<file path="config.mk">
export PLATFORM = sky130hd
export DESIGN_NAME = vadd_job_sequencer
export DESIGN_NICKNAME = d
export VERILOG_FILES = /design/src/rtl/vadd_job_sequencer.sv
export SDC_FILE = /design/constraint.sdc
export NUM_CORES = 1
export LEC_CHECK = 0
export ABC_AREA = 1
export BUFFER_PORTS_ARGS = -buffer_cell sky130_fd_sc_hd__clkbuf_2
export CORE_MARGIN = 3
export CORE_UTILIZATION = 40
export DETAILED_ROUTE_END_ITERATION = 10
export PLACE_DENSITY_LB_ADDON = 0.1
export SLEW_MARGIN = 20
export SYNTH_ARGS = -nofsm -noshare
export SYNTH_HDL_FRONTEND = slang
export SYNTH_SLANG_ARGS = --single-unit
</file>
<file path="constraint.sdc">
create_clock -name ap_clk -period 3.55 [get_ports ap_clk]
set_input_delay 0.5325 -clock ap_clk [delete_from_list [all_inputs] [get_ports ap_clk]]
set_output_delay 0.5325 -clock ap_clk [all_outputs]
set_load 0.01 [all_outputs]
</file>
<file path="src/rtl/vadd_job_sequencer.sv">
// AXI4-Lite master that feeds queued VecAdd jobs to the kernel control slave:
// program n, set ap_start, then poll ap_done and report each completion.
module vadd_job_sequencer #(
  parameter int QUEUE_DEPTH = 4,
  parameter int POLL_GAP    = 4
) (
  input  logic        ap_clk,
  input  logic        ap_rst_n,
  input  logic        job_valid,
  output logic        job_ready,
  input  logic [63:0] job_n,
  output logic        done_pulse,
  output logic        done_err,
  output logic        busy,
  output logic        m_axi_control_AWVALID,
  input  logic        m_axi_control_AWREADY,
  output logic [4:0]  m_axi_control_AWADDR,
  output logic        m_axi_control_WVALID,
  input  logic        m_axi_control_WREADY,
  output logic [31:0] m_axi_control_WDATA,
  output logic [3:0]  m_axi_control_WSTRB,
  input  logic        m_axi_control_BVALID,
  output logic        m_axi_control_BREADY,
  input  logic [1:0]  m_axi_control_BRESP,
  output logic        m_axi_control_ARVALID,
  input  logic        m_axi_control_ARREADY,
  output logic [4:0]  m_axi_control_ARADDR,
  input  logic        m_axi_control_RVALID,
  output logic        m_axi_control_RREADY,
  input  logic [31:0] m_axi_control_RDATA,
  input  logic [1:0]  m_axi_control_RRESP
);

  localparam int PTR_W = (QUEUE_DEPTH > 1) ? $clog2(QUEUE_DEPTH) : 1;
  localparam int CNT_W = PTR_W + 1;
  localparam int GAP_W = $clog2(POLL_GAP + 1);

  typedef enum logic [2:0] {
    IDLE, WR_NLO, WR_NHI, WR_START, RD_STAT, GAP, DONE
  } state_e;

  state_e             state_q, state_d;
  logic [63:0]        mem [QUEUE_DEPTH];
  logic [PTR_W-1:0]   wr_ptr_q, wr_ptr_d, rd_ptr_q, rd_ptr_d;
  logic [CNT_W-1:0]   count_q, count_d;
  logic               job_ready_q, job_ready_d;
  logic               awvalid_q, awvalid_d, wvalid_q, wvalid_d;
  logic               aw_done_q, aw_done_d, w_done_q, w_done_d;
  logic               arvalid_q, arvalid_d;
  logic [GAP_W-1:0]   gap_q, gap_d;
  logic               err_q, err_d;

  logic        push, pop, in_write;
  logic        aw_hs, w_hs, b_hs, ar_hs, r_hs, aw_ok, w_ok;
  logic [63:0] head;
  logic        unused_rdata;

  assign push     = job_valid && job_ready_q;
  assign pop      = (state_q == DONE);
  assign in_write = (state_q == WR_NLO) || (state_q == WR_NHI) || (state_q == WR_START);
  assign head     = mem[rd_ptr_q];

  assign aw_hs = awvalid_q && m_axi_control_AWREADY;
  assign w_hs  = wvalid_q && m_axi_control_WREADY;
  assign b_hs  = in_write && m_axi_control_BVALID;
  assign ar_hs = arvalid_q && m_axi_control_ARREADY;
  assign r_hs  = (state_q == RD_STAT) && m_axi_control_RVALID;
  assign aw_ok = aw_done_q || aw_hs;
  assign w_ok  = w_done_q || w_hs;

  assign unused_rdata = ^{m_axi_control_RDATA[31:2], m_axi_control_RDATA[0], ar_hs};

  always_comb begin
    wr_ptr_d = wr_ptr_q;
    rd_ptr_d = rd_ptr_q;
    count_d  = count_q;
    if (push) wr_ptr_d = wr_ptr_q + PTR_W'(1);
    if (pop)  rd_ptr_d = rd_ptr_q + PTR_W'(1);
    if (push && !pop)      count_d = count_q + CNT_W'(1);
    else if (!push && pop) count_d = count_q - CNT_W'(1);
    job_ready_d = (count_d != CNT_W'(QUEUE_DEPTH));
  end

  // Each write state re-arms AW and W together; the B handshake is the only exit.
  always_comb begin
    state_d   = state_q;
    awvalid_d = awvalid_q && !m_axi_control_AWREADY;
    wvalid_d  = wvalid_q && !m_axi_control_WREADY;
    aw_done_d = aw_ok;
    w_done_d  = w_ok;
    arvalid_d = arvalid_q && !m_axi_control_ARREADY;
    gap_d     = gap_q;
    err_d     = err_q;
    case (state_q)
      IDLE: begin
        if (count_q != '0) begin
          state_d   = WR_NLO;
          awvalid_d = 1'b1;
          wvalid_d  = 1'b1;
          aw_done_d = 1'b0;
          w_done_d  = 1'b0;
          err_d     = 1'b0;
        end
      end
      WR_NLO, WR_NHI, WR_START: begin
        if (b_hs && aw_ok && w_ok) begin
          if (m_axi_control_BRESP != 2'b00) begin
            state_d = DONE;
            err_d   = 1'b1;
          end else if (state_q == WR_START) begin
            state_d   = RD_STAT;
            arvalid_d = 1'b1;
          end else begin
            state_d   = (state_q == WR_NLO) ? WR_NHI : WR_START;
            awvalid_d = 1'b1;
            wvalid_d  = 1'b1;
            aw_done_d = 1'b0;
            w_done_d  = 1'b0;
          end
        end
      end
      RD_STAT: begin
        if (r_hs) begin
          if (m_axi_control_RRESP != 2'b00) begin
            state_d = DONE;
            err_d   = 1'b1;
          end else if (m_axi_control_RDATA[1]) begin
            state_d = DONE;
          end else begin
            state_d = GAP;
            gap_d   = '0;
          end
        end
      end
      GAP: begin
        if (gap_q == GAP_W'(POLL_GAP - 1)) begin
          state_d   = RD_STAT;
          arvalid_d = 1'b1;
        end else begin
          gap_d = gap_q + GAP_W'(1);
        end
      end
      DONE:    state_d = IDLE;
      default: state_d = IDLE;
    endcase
  end

  always_ff @(posedge ap_clk or negedge ap_rst_n) begin
    if (!ap_rst_n) begin
      state_q     <= IDLE;
      wr_ptr_q    <= '0;
      rd_ptr_q    <= '0;
      count_q     <= '0;
      job_ready_q <= 1'b0;
      awvalid_q   <= 1'b0;
      wvalid_q    <= 1'b0;
      aw_done_q   <= 1'b0;
      w_done_q    <= 1'b0;
      arvalid_q   <= 1'b0;
      gap_q       <= '0;
      err_q       <= 1'b0;
    end else begin
      state_q     <= state_d;
      wr_ptr_q    <= wr_ptr_d;
      rd_ptr_q    <= rd_ptr_d;
      count_q     <= count_d;
      job_ready_q <= job_ready_d;
      awvalid_q   <= awvalid_d;
      wvalid_q    <= wvalid_d;
      aw_done_q   <= aw_done_d;
      w_done_q    <= w_done_d;
      arvalid_q   <= arvalid_d;
      gap_q       <= gap_d;
      err_q       <= err_d;
    end
  end

  // Payload storage needs no reset; occupancy is tracked by count_q alone.
  always_ff @(posedge ap_clk) begin
    if (push) mem[wr_ptr_q] <= job_n;
  end

  always_comb begin
    m_axi_control_AWADDR = 5'h00;
    m_axi_control_WDATA  = 32'h0;
    case (state_q)
      WR_NLO: begin
        m_axi_control_AWADDR = 5'h10;
        m_axi_control_WDATA  = head[31:0];
      end
      WR_NHI: begin
        m_axi_control_AWADDR = 5'h14;
        m_axi_control_WDATA  = head[63:32];
      end
      WR_START: begin
        m_axi_control_AWADDR = 5'h00;
        m_axi_control_WDATA  = 32'h0000_0001;
      end
      default: begin
        m_axi_control_AWADDR = 5'h00;
        m_axi_control_WDATA  = 32'h0;
      end
    endcase
  end

  assign m_axi_control_AWVALID = awvalid_q;
  assign m_axi_control_WVALID  = wvalid_q;
  assign m_axi_control_WSTRB   = 4'hF;
  assign m_axi_control_BREADY  = in_write;
  assign m_axi_control_ARVALID = arvalid_q;
  assign m_axi_control_ARADDR  = 5'h00;
  assign m_axi_control_RREADY  = (state_q == RD_STAT);

  assign job_ready  = job_ready_q;
  assign done_pulse = (state_q == DONE);
  assign done_err   = (state_q == DONE) && err_q;
  assign busy       = (count_q != '0) || (state_q != IDLE);

endmodule

</file>
==> metrics.sh <==
FILLER_INSTANCES=2523
MAXSLEWHEADROOM_PCT=45.5
DPL.HPWL_UM=13500
SYNTH_SIMPLE_GATE_AREA_SHARE_PCT=11.9
SYNTHADDERAREAFRAC_PCT=1.00
IRDROPWORSTVDD_mV=0.450
STATUS='finished, final reports clean'
GRT_SETUP_UNREPAIRED='false'
YOSYS-MUX-AREA-FRACTION_PCT=0
CLOCK_TREE.BUFFER_DEPTH=3
FF2FF_SETUP_SLACK_PS=1550
CORE_MM2=0.0273
CRIT_CHAIN='inv_4 > buf_4 > o21ai_0 > o22ai_1 > nand2_1 > nand2_1 > clkbuf_2'
NUMBER_OF_ENABLE_TYPE_REGISTER_CELLS_IN_THE_SYNTHESIZED_NETLIST=256
CHIPWIDTH_UM=174
NUMPLACEDINSTANCES=1364
REPORT.FINAL.SLEW_VIOL_COUNT=0
YOSYSSEQAREASHARE_PCT=72.7
FINALSETUPVIOLATIONS=0
VIA_COUNT_OF_THE_FIRST_GLOBAL_ROUTING_PASS=7009
FIN_UTIL_PCT=48.2
POST_ROUTE_CELLS_DRIVE_ABOVE_1_SHARE_PCT=19.8
SYNTH_TOP_CELLS_BY_COUNT='sky130_fd_sc_hd__edfxtp_1 (256), sky130_fd_sc_hd__nor2_1 (141), sky130_fd_sc_hd__nand2_1 (139)'
H-TREE-DEPTH=1
ROUTE.ANTENNA.REMAINING_NETS=0
SYNTH-XOR-AREA-SHARE_PCT=0.233
GRT.OVERFLOW.TOTAL=0
DIE_Y_UM=174
INTERNAL-POWER_uW=7150
ROUTABILITYCONGESTION=0.770
R2R-START='wr_ptr_q[0]$_DFFE_PN0P_'
ROUTE.FINAL.WIRE_LENGTH_UM=24800
SYNTHMOSTINSTANTIATEDCELL='sky130_fd_sc_hd__edfxtp_1'
COMB_POWER_SHARE_PCT=32.4
FINALCRITICALPERIOD_PS=3080
YS_WARN_COUNT=0
VIA_PER_INST=4.99
TOTAL_SWITCHING_POWER_uW=3890
HOLD_PATH_END='m_axi_control_AWVALID$_DFF_PN0_'
CP-START-KIND='flop'
SYNTHTOLAYOUTAREAGROWTH_PCT=17.0
TIGHTESTPINTRANSITION_PS=818
WORSTREGTOREGCELLS=5
ROWS=60
CRITPATHCAPTURETYPE='output pin'
SYNTH_LARGEST_TYPE_AREA_FRACTION_PCT=68.3
CAP_VIOL_MAX_COUNT=0
ROUTE.DETAILED.DRC=0
WORST_PATH_MOST_REPEATED_CELL='sky130_fd_sc_hd__nand2_1'
WORST_SKEW_PAIR.LATE_LATENCY_PS=530
SYN_INST=910
SYNTH.LARGEST_AREA_CELL='sky130_fd_sc_hd__edfxtp_1'
CTS_MADE_BUFFERS=29
ROUTED-VIA-COUNT=7075
YS.FLOP_TYPE='sky130_fd_sc_hd__edfxtp_1'
ANTENNA_CELLS_INSERTED=0
POST-ROUTE-WORST-SETUP-SLACK_PS=472
YS_FF_LATCH=276
MAX_FREQ_GHz=0.325
MAPPEDNETLISTAREA_MM2=0.0113
WIRE_LENGTH_OF_THE_FIRST_GLOBAL_ROUTING_PASS_UM=39100
YS_TOP_CELLS_BY_AREA='sky130_fd_sc_hd__edfxtp_1 (68%), sky130_fd_sc_hd__o21ai_0 (5.8%), sky130_fd_sc_hd__nor2_1 (4.7%)'
P_SW_SHARE_PCT=35.2
FINALNETCOUNT=1141
GRT_UTIL_ALL_LAYERS_PCT=16.2
P_CLK_SHARE_PCT=26.5
TIMING.HOLD.WORST.CLASS='in -> reg'
WORST-SETUP-PATH-TYPE='reg -> out'
SHARE_SEQ_OF_TOTAL_POWER_PCT=41.1
POST-CTS-SETUP-BUFFERS=0
FLOORPLAN.DIE_AREA_MM2=0.0302
CP_SLOWEST_CELL='sky130_fd_sc_hd__dfrtp_4'
MIN_FROM='m_axi_control_AWREADY'
STATIC_LEAKAGE_uW=0.00494
SLOWEST_DELAY_PS=710
CTSROOTBUFFERMASTER='sky130_fd_sc_hd__clkbuf_16'
PORT_BUFFERS=119
DP_SLACK_PS=997
DRTPASS1ITERATIONS=5
SYNTH-ASYNC-RESET-RATIO_PCT=7.25
CRIT_ARRIVAL_PS=2550
PATH_MAX_FANOUT=56
GRT_MAX_DEGREE=75
DOMINANT_COMBINATIONAL_CELL_FAMILY_BY_AREA_AFTER_SYNTHESIS='simple AND/OR/NAND/NOR gates'
HOLD_VIOLATIONS=0
PWR_DENSITY_CELL_mW_PER_MM2=839
INITIAL_UTIL_PCT=41.2
DRT_ITER0_MARKERS=391
YOSYSUNIQUECELLTYPES=32
GRT_ANTENNA_BEFORE_REPAIR=1
POST_SYN_AREA_PER_CELL_UM2=12.4
TIMING.HOLD.WORST_PATH_DEPTH=2
COMPOUND_CELL_AREA_SHARE_OF_THE_YOSYS_NETLIST_PCT=9.88
TOP_LEVEL_PORTS=163
TNS_PS=0
CLKSLEWWORSTSETUPHOLDPATHS_PS=60
FINALCLOCKSKEW_PS=7.46
REGTOREGENDPOINT='mem[0][32]$_DFFE_PP_'
FINAL.PERIOD_UTILIZATION_PCT=86.7
INSTANCES_NO_FILL=1418
TRITONCTS_CLOCK_TREE='done'
WL_PER_CELL_UM=17.5
SINK_COUNT=276
WORST_EP_REQUIRED_TIME_PS=3020
per-stage QoR:
| step | hold WS, ps | total power (uW) | cell area, um2 |
|---|---|---|---|
| finish | 188 | 11000 | 13200 |
| global route | 179 | 11800 | 13200 |
| CTS | 156 | 11200 | 13200 |
| detailed placement | 467 | 8260 | 12200 |
| global placement | 467 | 8240 | 12200 |
| floorplan | 237 | 7050 | 11300 |
area by class of cell:
| cell class | count | area [um2] | area share (%) |
|---|---|---|---|
| Sequential cell | 276 | 8190 | 62.2 |
| Timing Repair Buffer | 135 | 781 | 5.93 |
| Tap cell | 372 | 465 | 3.54 |
| Clock buffer | 42 | 795 | 6.04 |
| Inverter | 35 | 136 | 1.04 |
| Clock inverter | 11 | 129 | 0.979 |
| Multi-Input combinational cell | 547 | 2670 | 20.2 |
power groups by stage:
stage	clock network (uW)	logic, uW	registers (uW)
2_1_floorplan	0	2540	4510
3_3_place_gp	0	3640	4600
3_5_place_dp	0	3650	4610
4_1_cts	3000	3670	4550
5_1_grt	3140	4060	4610
6_report	2920	3580	4540
worst max-delay path, delay by kind of cell, from the launching register on:
family / cells / cell delay (ps)
buffers and inverters: 3 / 760
DFF: 1 / 710
and+or+nand+nor: 2 / 170
AOI/OAI and AO/OA: 2 / 320
repair_timing:
action,in CTS,in global routing
endpoints found under the hold margin,20,0
hold buffers,1,0
resized for setup,0,0
kinds of logic (layout without fill, tap and decap cells):
logic type      count (synthesis)  after routing
fa+ha+maj                       9              9
compound gates                203            203
simple gates                  320            320
flops                         276            276
buf+inv                        97            223
other cells                     2             12
xor+xnor                        3              3
layer usage:
| layer | GRT usage (%) | routed length (um) | up-vias |
|---|---|---|---|
| li1 | - | - | 3455 |
| met1 | 21.8 | 11100 | 3434 |
| met2 | 27.6 | 12000 | 150 |
| met3 | 3.09 | 1240 | 34 |
| met4 | 3.32 | 444 | 2 |
| met5 | 0 | 12 | - |
how the worst max path moves through the flow:
stage	startpoint	to	slack, ps	cells after the start
finish	rd_ptr_q[0]$_DFFE_PN0N_	m_axi_control_WDATA[18]	470	7
floorplan	job_valid	mem[0][0]$_DFFE_PP_	-300	2
CTS	rd_ptr_q[0]$_DFFE_PN0N_	m_axi_control_WDATA[26]	420	7
global placement	rd_ptr_q[0]$_DFFE_PN0N_	m_axi_control_WDATA[26]	1000	7
global route	rd_ptr_q[0]$_DFFE_PN0N_	m_axi_control_WDATA[24]	220	6
detailed placement	rd_ptr_q[0]$_DFFE_PN0N_	m_axi_control_WDATA[26]	1000	7
placed cells by master (no fill, tap or decap), types with 3 or more instances in the layout:
cell type                   instances
sky130_fd_sc_hd__edfxtp_1         256
sky130_fd_sc_hd__nand2_1          139
sky130_fd_sc_hd__nor2_1           137
sky130_fd_sc_hd__o21ai_0          130
sky130_fd_sc_hd__clkbuf_2         119
sky130_fd_sc_hd__o22ai_1           63
sky130_fd_sc_hd__clkbuf_16         29
sky130_fd_sc_hd__inv_1             25
sky130_fd_sc_hd__dfrtp_1           18
sky130_fd_sc_hd__nand3_1           17
sky130_fd_sc_hd__conb_1            12
sky130_fd_sc_hd__clkbuf_1          11
sky130_fd_sc_hd__buf_4             10
sky130_fd_sc_hd__ha_1               9
sky130_fd_sc_hd__inv_2              8
sky130_fd_sc_hd__nand4_1            7
sky130_fd_sc_hd__nor2_4             6
sky130_fd_sc_hd__buf_12             5
sky130_fd_sc_hd__nand2_4            4
sky130_fd_sc_hd__clkinv_1           4
sky130_fd_sc_hd__o21ai_2            3
sky130_fd_sc_hd__o21ai_1            3
sky130_fd_sc_hd__nor2_2             3
sky130_fd_sc_hd__xor2_1             3
sky130_fd_sc_hd__clkinv_2           3
sky130_fd_sc_hd__bufinv_16          3
registers in the layout, indices dropped and copies added, names as in the netlist:
signal and count:
mem 256, state_q 3, wr_ptr_q 2, w_done_q 1, job_ready 1, m_axi_control_WVALID 1
count_q 3, m_axi_control_AWVALID 1, m_axi_control_ARVALID 1, err_q 1, gap_q 3, rd_ptr_q 2
aw_done_q 1
Note: power is estimated with default switching activity, not from simulation.
